$ cat src/rtl/mem_arbiter.sv
// Two-requester arbiter for the unified instruction/data memory.
// Core has priority, loader starvation bounded; read valids are routed to the issuer.
//
// Ports:
//   clk, reset      : clock, async active-low reset (0 = in reset)
//   cpu_*           : core request/grant/read-return channel
//   ldr_*           : loader/debug request/grant/read-return channel
//   ldr_excl        : loader-only mode, core receives no grants
//   mem_*           : single-port memory strobe, write, address, data
//   starved         : starvation override active this cycle
module mem_arbiter #(
  parameter int AW           = 32,
  parameter int DW           = 32,
  parameter int STARVE_LIMIT = 4
) (
  input  logic          clk,
  input  logic          reset,

  input  logic          cpu_req,
  input  logic          cpu_we,
  input  logic [AW-1:0] cpu_addr,
  input  logic [DW-1:0] cpu_wdata,
  output logic          cpu_gnt,
  output logic          cpu_rvalid,
  output logic [DW-1:0] cpu_rdata,

  input  logic          ldr_req,
  input  logic          ldr_we,
  input  logic [AW-1:0] ldr_addr,
  input  logic [DW-1:0] ldr_wdata,
  output logic          ldr_gnt,
  output logic          ldr_rvalid,
  output logic [DW-1:0] ldr_rdata,

  input  logic          ldr_excl,

  output logic          mem_en,
  output logic          mem_we,
  output logic [AW-1:0] mem_addr,
  output logic [DW-1:0] mem_wdata,
  input  logic [DW-1:0] mem_rdata,

  output logic          starved
);

  localparam logic [3:0] LIM = 4'(STARVE_LIMIT);

  logic [3:0] starve_cnt;
  logic       rd_pend;
  logic       rd_owner;
  logic       at_limit;
  logic       gnt_we;

  assign at_limit = (starve_cnt == LIM);

  // Grants are combinational; reset gates them so nothing
  // reaches the memory while the block is held in reset.
  always_comb begin
    cpu_gnt = 1'b0;
    ldr_gnt = 1'b0;
    starved = 1'b0;
    if (!reset) begin
      cpu_gnt = 1'b0;
    end else if (ldr_excl) begin
      ldr_gnt = ldr_req;
    end else if (ldr_req && at_limit) begin
      ldr_gnt = 1'b1;
      starved = 1'b1;
    end else if (cpu_req) begin
      cpu_gnt = 1'b1;
    end else if (ldr_req) begin
      ldr_gnt = 1'b1;
    end
  end

  always_comb begin
    mem_en    = cpu_gnt | ldr_gnt;
    mem_we    = 1'b0;
    mem_addr  = '0;
    mem_wdata = '0;
    if (cpu_gnt) begin
      mem_we    = cpu_we;
      mem_addr  = cpu_addr;
      mem_wdata = cpu_wdata;
    end else if (ldr_gnt) begin
      mem_we    = ldr_we;
      mem_addr  = ldr_addr;
      mem_wdata = ldr_wdata;
    end
  end

  assign gnt_we = mem_we;

  always_ff @(posedge clk or negedge reset) begin
    if (!reset) begin
      starve_cnt <= 4'd0;
      rd_pend    <= 1'b0;
      rd_owner   <= 1'b0;
    end else begin
      if (ldr_gnt || !ldr_req) begin
        starve_cnt <= 4'd0;
      end else if (cpu_gnt && !at_limit) begin
        starve_cnt <= starve_cnt + 4'd1;
      end

      // Owner is captured only on a read grant; the return
      // lands next cycle regardless of any new grant.
      if (mem_en && !gnt_we) begin
        rd_pend  <= 1'b1;
        rd_owner <= ldr_gnt;
      end else begin
        rd_pend  <= 1'b0;
      end
    end
  end

  assign cpu_rvalid = rd_pend & ~rd_owner;
  assign ldr_rvalid = rd_pend &  rd_owner;
  assign cpu_rdata  = mem_rdata;
  assign ldr_rdata  = mem_rdata;

endmodule

$ cat config.mk
export PLATFORM = sky130hd
export DESIGN_NAME = mem_arbiter
export DESIGN_NICKNAME = d
export VERILOG_FILES = /design/src/rtl/mem_arbiter.sv
export SDC_FILE = /design/constraint.sdc
export NUM_CORES = 1
export LEC_CHECK = 0
export BUFFER_PORTS_ARGS = -buffer_cell sky130_fd_sc_hd__buf_2
export CAP_MARGIN = 20
export CORE_AREA = 4 4 114 116
export CTS_BUF_LIST = sky130_fd_sc_hd__clkbuf_16
export DETAILED_ROUTE_END_ITERATION = 16
export DIE_AREA = 0 0 118 120
export GPL_TIMING_DRIVEN = 0
export SLEW_MARGIN = 10
export SYNTH_ARGS = -nofsm -noshare
export SYNTH_HDL_FRONTEND = slang
export SYNTH_SLANG_ARGS = --single-unit
$ cat constraint.sdc
create_clock -name clk -period 1.6 [get_ports clk]
set_input_delay 0.32 -clock clk [delete_from_list [all_inputs] [get_ports clk]]
set_output_delay 0.32 -clock clk [all_outputs]
set_load 0.005 [all_outputs]
==> results by stage <==
STA:
- The post-route fraction of the period consumed by the critical path is 131%.
- The final period demand of the worst path is between 2 and 2.5 ns.
- Timing would allow up to approximately 480 MHz.
- The final worst clock skew is ~0.00035 ns.
- At the pin with the least slew margin, the transition time is around 0.73 ns.
- The worst path setup slack after routing is -0.504 ns.
- The count of final hold-check violations is 0.
- Setup repair after global routing could not meet its margin everywhere.
- The relative slew slack is slightly above 50%.
- The final number of max-transition violations is 0.
- The worst hold margin is roughly 0.39 ns.
- The count of final setup violators is ~70.

Worst setup path:
- The start point of the critical path is starve_cnt[0].
- The endpoint required time on the critical path is between 1 and 1.5 ns.
- The worst setup path endpoint is mem_wdata[15].
- Along the worst path, the maximum fanout reaches 10.
- The capturing element type of the critical path is an output port.
- For the worst flop-to-flop path, the logic depth is 8.
- The worst register-to-register path begins at starve_cnt[0].
- The kind of critical path is reg -> out.
- The sort of element at the start of the critical path is a register.
- Setup slack on the worst reg-to-reg path comes out at 0.02 ns.
- The arrival time at the worst endpoint is about 1.8 ns.
- The endpoint of the most critical register-to-register path is starve_cnt[1].

Layout:
- The sequential cell area in the final layout is 150 µm².
- The library cell used most frequently in the layout, excluding fill and tap cells, is sky130_fd_sc_hd__buf_2.
- The net count of the finished layout is ~810.
- The fraction of final layout cells sized beyond drive strength 1 is 66.2%.
- The final standard cell count with taps included and fillers excluded is 784.
- Leaving out fill and tap cells, the most frequent cells in the layout are sky130_fd_sc_hd__buf_2 (270), sky130_fd_sc_hd__buf_4 (74), sky130_fd_sc_hd__o211ai_1 (66), sky130_fd_sc_hd__nand3_1 (49), sky130_fd_sc_hd__a21oi_1 (48).
- The filler cells instantiated in the layout total 1306.
- 0 antenna diodes ended up in the layout.
- The area growth from synthesis to layout is 91.7%.
- The multi-input combinational cells in the finished layout cover a total of approximately 1600 µm².
- The area of all placed cells without fillers is ~4300 µm².

Drt:
- The detailed router finished its first iteration with about 130 violations.
- After detailed routing, the number of remaining DRC violations is 0.
- The first detailed-routing pass took 4 iterations.
- The detailed router placed 3596 vias in this run.
- The number of antenna-violating nets in the routed design is 0.
- Using the TritonRoute via totals, the vias-per-cell ratio works out to around 4.6.
- Dividing the detail-routed wire length by the instance count gives ~15 µm.
- Summed over all layers, the routed wires come to about 12000 µm.

Place:
- The number of buffers inserted by port buffering is 268.
- The placed instances occupy a cell area of approximately 4000 µm².
- The count of placed standard cells including taps is ~770.
- The final RePlAce weighted congestion is ~0.76.
- The final HPWL from detailed placement is a little under 10000 µm.
- The post-placement setup slack is -0.649 ns.

CTS:
- Clock latency on the worst-skew pair, taken at its later pin, is 0.23 ns.
- CTS placed an instance of sky130_fd_sc_hd__clkbuf_16 at the clock tree root.
- The H-tree depth is 1.
- The CTS tree is done.
- The clock passes through at most 2 buffers.
- The clock net sink count is 6.
- The number of clock buffers inserted by TritonCTS is 3.
- The clock transition time at the flip-flop clock pins of the worst setup and hold paths is about 0.030 ns.

Global routing:
- The number of global-route vias before repair was 3564.
- Entering global routing, the biggest net connects 11 pins.
- The first global-routing pass estimated 17900 µm of wire.
- The remaining global-route overflow is 0.
- The initial antenna violation count is 0.
- Across every metal layer, demand over resource in global routing totals 14.9%.

Outcome:
- The final reports fail on setup timing.
- The run finished, with violations left.

Flow run:
- The count of maximum capacitance violations is 0.

Pwr:
- Across the VDD grid, the largest voltage drop is ~0.43 mV.
- The power per cell area is around 330 nW/µm².
- The static leakage is 2.16 nW.

Synth:
- The yosys synthesis warning count is 0.
- After synthesis, the share of flip-flops with an asynchronous set or reset is 100%.
- The mean instance size in the synthesized netlist is 6.38 µm².
- Synthesis inferred 6 register bits.
- The cell type with the largest total area after synthesis is sky130_fd_sc_hd__buf_4.
- The number of flops mapped to enable cells by yosys is 0.
- Yosys attributes the largest share of cell area to sky130_fd_sc_hd__buf_4 (23%), sky130_fd_sc_hd__o211ai_1 (22%), sky130_fd_sc_hd__a21oi_1 (15%).
- The post-synthesis instance total is 352.
- For this run, the leading register cell type out of synthesis is sky130_fd_sc_hd__dfrtp_1.
- After synthesis, the netlist uses 30 different library cells.
- The summed instance area of the synthesized netlist is roughly 2200 µm².
- The share of the Yosys chip area taken by registers is about 6.7%.
- The area share of the leading cell type in the synthesized netlist is 23.1%.
- The synthesized net count is 521.

Floorplanning:
- The die boundary height is 120 µm.
- The floorplan step set the die width to approximately 120 µm.
- The effective utilization at floorplan is approximately a fifth.
- The placeable core area is about 12000 µm².
- The floorplan row count is 40.
- between 300 and 400 I/O pins were placed.
- The die covers around 14000 µm².

Min path:
- The worst min-delay path category is in -> reg.
[registers in the layout, indices dropped and copies added, names as in the netlist]
name,count
starve_cnt,4
rd_owner,1
rd_pend,1
[synthesized netlist by cell type, types with 2 or more instances]
cell                       number
sky130_fd_sc_hd__inv_1          4
sky130_fd_sc_hd__ha_1           2
sky130_fd_sc_hd__nand3_1       67
sky130_fd_sc_hd__buf_1          3
sky130_fd_sc_hd__a21oi_1       69
sky130_fd_sc_hd__buf_2         13
sky130_fd_sc_hd__nand3b_1       2
sky130_fd_sc_hd__buf_6          2
sky130_fd_sc_hd__o211ai_1      66
sky130_fd_sc_hd__buf_4         69
sky130_fd_sc_hd__clkbuf_1      24
sky130_fd_sc_hd__dfrtp_1        6
sky130_fd_sc_hd__nand2_1        4
sky130_fd_sc_hd__nor2b_1        2
sky130_fd_sc_hd__a31oi_1        3
sky130_fd_sc_hd__nand2b_1       2
[worst max-delay path, stage by stage, from the launching register on]
cell and delay (ns):
sky130_fd_sc_hd__dfrtp_1 0.35, sky130_fd_sc_hd__inv_2 0.06, sky130_fd_sc_hd__ha_4 0.15, sky130_fd_sc_hd__and3b_1 0.18, sky130_fd_sc_hd__buf_6 0.14, sky130_fd_sc_hd__buf_6 0.14, sky130_fd_sc_hd__o211ai_1 0.24, sky130_fd_sc_hd__a21oi_1 0.12
sky130_fd_sc_hd__buf_2 0.16
[metrics by stage]
step           power (W)  setup TNS [ns]  utilization (%)
2_1_floorplan   0.000592           -1.50                -
3_3_place_gp     0.00100          -32.76             33.4
3_5_place_dp     0.00100          -31.96             33.4
4_1_cts          0.00143          -30.40             35.3
5_1_grt          0.00154          -37.50             36.1
6_report         0.00143          -29.23             36.1
[area by class of cell]
type | count | share of cell area, %
multi-input cells | 230 | 36.4
repair buffers | 283 | 34.9
plain buffers | 110 | 18.7
well taps | 147 | 4.27
flip-flops and latches | 6 | 3.49
clock buffers | 3 | 1.74
inverters | 5 | 0.465
[where the power goes]
part	switching [W]	internal [W]	total (W)
logic	0.000385	0.000474	0.000859
registers	0.00000612	0.000160	0.000166
clock network	0.0000847	0.000321	0.000405
total	0.000476	0.000955	0.00143
[routing by layer]
layer  track usage (%)  up-vias  share of wire (%)
met5                 0        -                  0
met4              1.61        0               0.36
met3              2.12        5                7.4
met2              27.5      173                 50
met1              19.0     1603                 42
li1                  -     1815                  -
[cell families (layout without fill, tap and decap cells)]
family / Yosys count / after routing / synth area share [%]
AOI/OAI and AO/OA: 142 / 142 / 39.7
buffers and inverters: 116 / 401 / 32.3
and+or+nand+nor: 86 / 86 / 20.2
DFF: 6 / 6 / 6.69
adders and majority gates: 2 / 2 / 1.11
[worst min-delay path by stage]
stage | start | to | slack (ns) | cells after the start
6_report | cpu_we | rd_pend | 0.39 | 3
3_5_place_dp | reset | rd_pend | 0.16 | 1
5_1_grt | cpu_we | rd_pend | 0.39 | 3
3_3_place_gp | reset | rd_pend | 0.16 | 1
4_1_cts | cpu_we | rd_pend | 0.39 | 3
2_1_floorplan | reset | rd_owner | 0.02 | 0
[repair_timing]
action | 4_1_cts | 5_1_grt
endpoints found under the hold margin | 6 | 0
endpoints found under the setup margin | 71 | 71
pin swaps | 8 | 9
hold buffers | 1 | 0
setup buffers | 9 | 4
resized for setup | 22 | 26
cloned | 1 | 0
(Power assumes the default switching activity.)
